[config.mk]
export PLATFORM = sky130hd
export DESIGN_NAME = mult_div_unit
export DESIGN_NICKNAME = d
export VERILOG_FILES = /design/src/rtl/mult_div_unit.sv
export SDC_FILE = /design/constraint.sdc
export NUM_CORES = 1
export LEC_CHECK = 0
export ABC_AREA = 1
export ABC_CLOCK_PERIOD_IN_PS = 7100
export CAP_MARGIN = 15
export CORE_UTILIZATION = 40
export DETAILED_ROUTE_END_ITERATION = 16
export PLACE_DENSITY = 0.68
export SLEW_MARGIN = 20
export SYNTH_ARGS = -nofsm -noshare
export SYNTH_HDL_FRONTEND = slang
export SYNTH_SLANG_ARGS = --single-unit
[constraint.sdc]
create_clock -name i_clk -period 7.1 [get_ports i_clk]
set_input_delay 1.065 -clock i_clk [delete_from_list [all_inputs] [get_ports i_clk]]
set_output_delay 1.065 -clock i_clk [all_outputs]
set_load 0.01 [all_outputs]
[src/rtl/mult_div_unit.sv]
// Multi-cycle multiply/divide unit with architectural HI/LO registers.
// Multiplies by iterative shift-add and divides by restoring shift-subtract,
// one step per cycle, followed by a single sign-fix cycle that commits HI/LO.
module mult_div_unit #(
    parameter int unsigned DATA_WIDTH = 32,
    parameter int unsigned CNT_WIDTH  = 6
) (
    input  logic                  i_clk,
    input  logic                  i_arst,
    input  logic                  i_en,
    input  logic [2:0]            i_operation,
    input  logic [DATA_WIDTH-1:0] i_data_a,
    input  logic [DATA_WIDTH-1:0] i_data_b,
    output logic [DATA_WIDTH-1:0] o_dout,
    output logic                  o_busy,
    output logic                  o_div_zero
);

    localparam int unsigned W = DATA_WIDTH;

    localparam logic [2:0] OP_MULT  = 3'b000;
    localparam logic [2:0] OP_MULTU = 3'b001;
    localparam logic [2:0] OP_DIV   = 3'b010;
    localparam logic [2:0] OP_DIVU  = 3'b011;
    localparam logic [2:0] OP_MFHI  = 3'b100;
    localparam logic [2:0] OP_MTHI  = 3'b110;
    localparam logic [2:0] OP_MTLO  = 3'b111;

    localparam logic [CNT_WIDTH-1:0] CNT_LAST = CNT_WIDTH'(DATA_WIDTH - 1);

    typedef enum logic [1:0] {
        S_IDLE,
        S_MUL,
        S_DIV,
        S_FIX
    } state_t;

    state_t               state;
    logic [W-1:0]         hi;
    logic [W-1:0]         lo;
    logic [CNT_WIDTH-1:0] cnt;
    // Upper half: partial product / remainder; lower half: multiplier / quotient.
    logic [2*W-1:0]       acc;
    // Multiplicand for MUL, divisor for DIV.
    logic [W-1:0]         opnd;
    logic                 sign_lo;
    logic                 sign_hi;
    logic                 is_div;

    logic                 op_signed;
    logic                 op_is_mul;
    logic                 op_is_div;
    logic                 a_neg;
    logic                 b_neg;
    logic [W-1:0]         a_mag;
    logic [W-1:0]         b_mag;
    logic                 b_zero;
    logic                 start_mul;
    logic                 start_div;

    logic [W:0]           mul_sum;
    logic [W:0]           div_shift;
    logic [W:0]           div_diff;
    logic                 div_ge;

    logic [2*W-1:0]       prod_fix;
    logic [W-1:0]         quo_fix;
    logic [W-1:0]         rem_fix;

    // Operation decode and operand magnitudes for signed ops.
    always_comb begin
        op_signed = (i_operation == OP_MULT) || (i_operation == OP_DIV);
        op_is_mul = (i_operation == OP_MULT) || (i_operation == OP_MULTU);
        op_is_div = (i_operation == OP_DIV)  || (i_operation == OP_DIVU);
        a_neg     = op_signed & i_data_a[W-1];
        b_neg     = op_signed & i_data_b[W-1];
        a_mag     = a_neg ? -i_data_a : i_data_a;
        b_mag     = b_neg ? -i_data_b : i_data_b;
        b_zero    = (i_data_b == '0);
        start_mul = i_en && (state == S_IDLE) && op_is_mul;
        start_div = i_en && (state == S_IDLE) && op_is_div && !b_zero;
    end

    // One iteration step of each datapath.
    always_comb begin
        mul_sum   = {1'b0, acc[2*W-1:W]} + {1'b0, (acc[0] ? opnd : '0)};
        div_shift = {acc[2*W-1:W], acc[W-1]};
        div_diff  = div_shift - {1'b0, opnd};
        div_ge    = (div_shift >= {1'b0, opnd});
    end

    // Two's-complement sign correction applied in FIX.
    always_comb begin
        prod_fix = sign_lo ? -acc : acc;
        quo_fix  = sign_lo ? -acc[W-1:0] : acc[W-1:0];
        rem_fix  = sign_hi ? -acc[2*W-1:W] : acc[2*W-1:W];
    end

    // Sequencer, iteration datapath and HI/LO architectural state.
    always_ff @(posedge i_clk or posedge i_arst) begin
        if (i_arst) begin
            state   <= S_IDLE;
            hi      <= '0;
            lo      <= '0;
            cnt     <= '0;
            acc     <= '0;
            opnd    <= '0;
            sign_lo <= 1'b0;
            sign_hi <= 1'b0;
            is_div  <= 1'b0;
            o_busy  <= 1'b0;
        end else begin
            case (state)
                S_IDLE: begin
                    if (start_mul) begin
                        acc     <= {W'(0), b_mag};
                        opnd    <= a_mag;
                        sign_lo <= a_neg ^ b_neg;
                        sign_hi <= a_neg ^ b_neg;
                        is_div  <= 1'b0;
                        cnt     <= '0;
                        o_busy  <= 1'b1;
                        state   <= S_MUL;
                    end else if (start_div) begin
                        acc     <= {W'(0), a_mag};
                        opnd    <= b_mag;
                        sign_lo <= a_neg ^ b_neg;
                        sign_hi <= a_neg;
                        is_div  <= 1'b1;
                        cnt     <= '0;
                        o_busy  <= 1'b1;
                        state   <= S_DIV;
                    end else if (i_en && (i_operation == OP_MTHI)) begin
                        hi <= i_data_a;
                    end else if (i_en && (i_operation == OP_MTLO)) begin
                        lo <= i_data_a;
                    end
                end
                S_MUL: begin
                    acc <= {mul_sum, acc[W-1:1]};
                    cnt <= cnt + CNT_WIDTH'(1);
                    if (cnt == CNT_LAST) begin
                        state <= S_FIX;
                    end
                end
                S_DIV: begin
                    if (div_ge) begin
                        acc <= {div_diff[W-1:0], acc[W-2:0], 1'b1};
                    end else begin
                        acc <= {div_shift[W-1:0], acc[W-2:0], 1'b0};
                    end
                    cnt <= cnt + CNT_WIDTH'(1);
                    if (cnt == CNT_LAST) begin
                        state <= S_FIX;
                    end
                end
                S_FIX: begin
                    if (is_div) begin
                        lo <= quo_fix;
                        hi <= rem_fix;
                    end else begin
                        hi <= prod_fix[2*W-1:W];
                        lo <= prod_fix[W-1:0];
                    end
                    cnt    <= '0;
                    o_busy <= 1'b0;
                    state  <= S_IDLE;
                end
                default: begin
                    o_busy <= 1'b0;
                    state  <= S_IDLE;
                end
            endcase
        end
    end

    // Read port and divide-by-zero flag are combinational toward execute.
    assign o_dout     = (i_operation == OP_MFHI) ? hi : lo;
    assign o_div_zero = i_en && op_is_div && b_zero && (state == S_IDLE);

endmodule

Word level (Yosys, flattened, before mapping)
Cells that the tools add are included.
{"block": "classes", "n_addsub": 8, "n_mul": 0, "div": 0, "magnitude_cmp": 1, "eq_ne": 17, "n_shift": 0, "mux": 39, "bitwise": 3, "reduce_logical": 26}
{"cell": "$mux W32", "count": 17}
{"cell": "$mux W64", "count": 4}
{"cell": "$pmux W64 S3", "count": 1}
{"cell": "$neg A32 Y32", "count": 4}
{"cell": "$pmux W32 S2", "count": 2}
{"cell": "$neg A64 Y64", "count": 1}
{"cell": "$add A32 B32 Y33", "count": 1}
{"cell": "$ge A33 B32 Y1", "count": 1}
{"cell": "$logic_not A32 Y1", "count": 1}
{"cell": "$sub A32 B32 Y32", "count": 1}
{"cell": "$pmux W6 S3", "count": 1}
{"cell": "$mux W6", "count": 2}
{"cell": "$eq A3 B3 Y1 const B", "count": 3}
{"cell": "$logic_and A1 B1 Y1", "count": 9}
{"cell": "$reduce_and A2 Y1", "count": 4}
{"cell": "$mux W1", "count": 7}
{"cell": "$add A6 B1 Y6 const B", "count": 1}
{"cell": "$eq A3 B2 Y1 const B", "count": 2}
{"cell": "$eq A6 B5 Y1 const B", "count": 1}
{"cell": "$mux W2", "count": 3}
{"cell": "$ne A2 B1 Y1 const B", "count": 3}
{"cell": "$ne A2 B2 Y1 const B", "count": 3}
{"cell": "$pmux W2 S3", "count": 1}
{"cell": "$reduce_and A5 Y1", "count": 1}
{"cell": "other kinds (15)", "count": 20}
{"block": "totals", "reg_bits": 172, "latchBits": 0, "ramBits": 0, "rom_bits": 0, "output_inout_bits": 34, "word_cells": 104, "memories": 0}

Logic depth before layout (Yosys ltp)
{"block": "depth", "word_depth": 7, "ltp_mapped": 20}

Least setup slack after synthesis
OpenSTA, ideal clock, no wires.
{"block": "synth_timing", "path_type": "input -> output", "from": "in i_data_b[0]", "to": "out o_div_zero", "t_arrival_ns": 2.085, "setup_slack_ns": 3.950, "cell_stages": 8, "cell_sequence": "inv_1 ha_1 nand3_2 nor2_4 nand3_2 nor2_2 nand3_2 nor2_1"}
{"block": "synth_via", "elab_chain_cells": 3}
{"item": "start, declared", "line": "13", "rtl": "input logic [DATA_WIDTH-1:0] i_data_b,"}
{"item": "$logic_not A32 Y1", "line": "79", "rtl": "b_zero = (i_data_b == '0);"}
{"item": "$logic_and A1 B1 Y1 (2 in a row)", "line": "179", "rtl": "assign o_div_zero = i_en && op_is_div && b_zero && (state == S_IDLE);"}
{"item": "end, declared", "line": "16", "rtl": "output logic o_div_zero"}
No other way between the ends.

Worst setup path in the final report
Ends and elaborated chain as after synthesis.

==> results.yml <==
sta:
  setup_violations: 0
  hold_ws_ns: 0.496
  fmax_ghz: 0.227
  slew_headroom_pct: 26.1
  worst_pin_slew_ns: 1.11
  post-route-min-period_ns: 4.41
  drv_slew: 0
  finalSetupTns_ns: 0
  finClkSkew_ns: 0.0159
  finalCritPeriodShare_pct: 62.1
  rsz0062_at_grt: "no"
  final-hold-violation-count: 0
grt:
  grt_max_degree: 72
  grt_pass1_wl_um: 119000
  gr-total-overflow: 0
  gr-usage-all-layers_pct: 33.2
  grt_pass1_vias: 19370
  antenna_found_initial: 2
synth:
  synth_top_flop_cell: "dfrtp_1"
  syn_area_per_cell_um2: 5.71
  yosys.cell_types.count: 49
  synth_edf_count: 0
  syn_nets: 3453
  synth.top_cell.area_share_pct: 22.8
  synthArstFlopShare_pct: 100
  synthTopCellsByArea: "dfrtp_1, nand2_1, nand3_1, inv_1, nor2_1"
  yosysMostFrequentCell: "nand2_1"
  netlist_area_um2: 18900
  netlist_instances: 3307
  yosys.area.top_type: "dfrtp_1"
  ys_ff_latch: 172
  yosysWarnings: 0
  synth_commonest_cells: "nand2_1, inv_1, nand3_1, nor2_1, dfrtp_1"
  ys_seq_area_share_pct: 22.8
layout:
  area_growth_pct: 10.6
  fillers: 5100
  diodes: 0
  fin_area_um2: 20900
  layout-drive-gt1-share_pct: 4.12
  multi_input_area_um2: 12300
  seqCellArea_um2: 4300
  fin_nets: 3484
power_and_ir_drop:
  swShare_pct: 57.3
  peakVddDrop_uv: 241
  internal-power_w: 0.00368
  fin_total_pwr_w: 0.00862
  combPwrFrac_pct: 66.7
  power_switching_w: 0.00494
  leakage_nw: 10.9
  p_per_area_nw_per_um2: 413
  pwr-share-clk_pct: 10.8
  sequentialPowerShare_pct: 22.5
clocking:
  cts_hold_buf: 0
  cts_buffers: 17
  insertion_delay_ns: 0.48
  cts_resized: 0
  cts-root-buf: "clkbuf_16"
  cts_tree: "built"
  cts_buffer_depth: 2
  post_cts_buffers: 0
  h-tree-depth: 4
  cts_num_sinks: 172
  clk_pin_slew_ns: 0.07
critical_path:
  crit_path_end_kind: "output pin"
  r2r-start: "acc[58]"
  start_kind: "input port"
  r2r_end: "acc[60]"
  worstPathRequired_ns: 6.03
  crit_type: "in -> out"
  path_max_fanout: 4
  reg2reg_slack_ns: 3.48
  critPathArrivalTime_ns: 3.34
  rr_worst_depth: 15
route:
  m1WireLength_um: 34600
  wl_met2_um: 33300
  ant_nets: 0
  via_count: 22029
  avgRoutedWirePerCell_um: 20.2
  dr.pass1.iters: 6
  finalWirelength_um: 80100
  routed_via_density: 5.57
  post-route-drc-count: 0
  met3_length_um: 9290
  routed.top_layer: "met5"
  dr.first_iter.drc_count: 3153
placement:
  gp_congestion: 1.04
  hpwl_um: 64500
  dpl_cell_area_um2: 20300
  port_buffers: 103
die:
  rows: 79
  io_pins: 104
  core-area_um2: 46600
  start_util_pct: 40.5
  dieHeight_um: 219
  fp.dieW_um: 219
  dieArea_um2: 48100
min_path:
  min_path_cells: 2
  worstHoldPathType: "reg -> reg"
  min_to: "lo[7]"
  hp-start: "lo[7]"
job:
  maxCapViolCount: 0
outcome:
  status: "complete, no violations"
logic make-up after synthesis:
family,Yosys count,share of synthesized area [%]
xor gates and xnor gates,47,2.18
and+or+nand+nor,1989,44.3
AOI/OAI and AO/OA,417,11.9
muxes,28,1.67
buffers and inverters,578,12.0
adders and majority gates,76,5.12
DFF,172,22.8
worst max path at each step:
stage | from | end | slack [ns] | depth (start not counted)
2_1_floorplan | i_arst | acc[0] | 1.37 | 1
3_3_place_gp | i_data_b[0] | o_div_zero | 2.83 | 10
3_5_place_dp | i_data_b[0] | o_div_zero | 2.76 | 10
4_1_cts | i_data_b[0] | o_div_zero | 2.75 | 10
5_1_grt | i_data_b[0] | o_div_zero | 2.59 | 10
6_report | i_data_b[0] | o_div_zero | 2.69 | 10
final cells by class:
class	count	share of cell area [%]
Timing Repair Buffer	123	5.66
Sequential cell	172	20.6
Tap cell	607	3.64
Clock buffer	20	2.19
Clock inverter	12	0.491
Multi-Input combinational cell	2557	59.0
Inverter	467	8.42
power groups by stage:
stage                     Combinational [W]  Sequential [W]  Clock (W)
final                               0.00575         0.00194   0.000934
after global routing                0.00635         0.00196   0.000965
after CTS                           0.00559         0.00190   0.000939
after detailed placement            0.00558         0.00192          0
after global placement              0.00552         0.00193          0
after floorplan                     0.00405         0.00164          0
flip-flops by register name (all words and copies together) (netlist names):
| name | flops |
|---|---|
| state | 2 |
| o_busy | 1 |
| sign_lo | 1 |
| sign_hi | 1 |
| opnd | 32 |
| is_div | 1 |
| lo | 32 |
| cnt | 6 |
| acc | 64 |
| hi | 32 |
critical path, stage by stage:
cell and delay, ns:
clkdlybuf4s50_1 0.51, inv_1 0.20, ha_1 0.23, nand3_2 0.13, nor2_4 0.16, nand3_2 0.10, nor2_2 0.13, nand3_2 0.12
nor2_1 0.14, clkdlybuf4s50_1 0.56
through the flow:
| stage | utilization [%] | std cells | setup WS, ns |
|---|---|---|---|
| finish | 44.8 | 3958 | 2.69 |
| global route | 44.8 | 3958 | 2.59 |
| CTS | 44.8 | 3958 | 2.75 |
| detailed placement | 43.6 | 3926 | 2.76 |
| global placement | 43.6 | 3926 | 2.83 |
| floorplan | - | 3307 | 1.37 |
metal layers:
| layer | global-route usage, % | up-vias |
|---|---|---|
| li1 | - | 10660 |
| met1 | 47.5 | 10067 |
| met2 | 48.6 | 1159 |
| met3 | 7.33 | 139 |
| met4 | 11.9 | 4 |
| met5 | 0 | - |
placed cells by master (no fill, tap or decap), types with 17 or more instances in the layout:
cell	synthesis	routed
o21ai_0	149	149
xor2_1	31	31
ha_1	74	72
a31oi_1	23	23
o21ai_1	25	25
nand4_1	39	39
dfrtp_1	172	172
clkbuf_16	0	17
buf_4	3	20
nand3_1	420	420
mux2_2	28	28
clkdlybuf4s50_1	0	103
nor3_1	33	33
o22ai_1	33	33
nor2_1	350	350
nand2_1	1086	1086
inv_1	451	450
a21oi_1	154	154
Note: power is estimated with default switching activity, not from simulation.
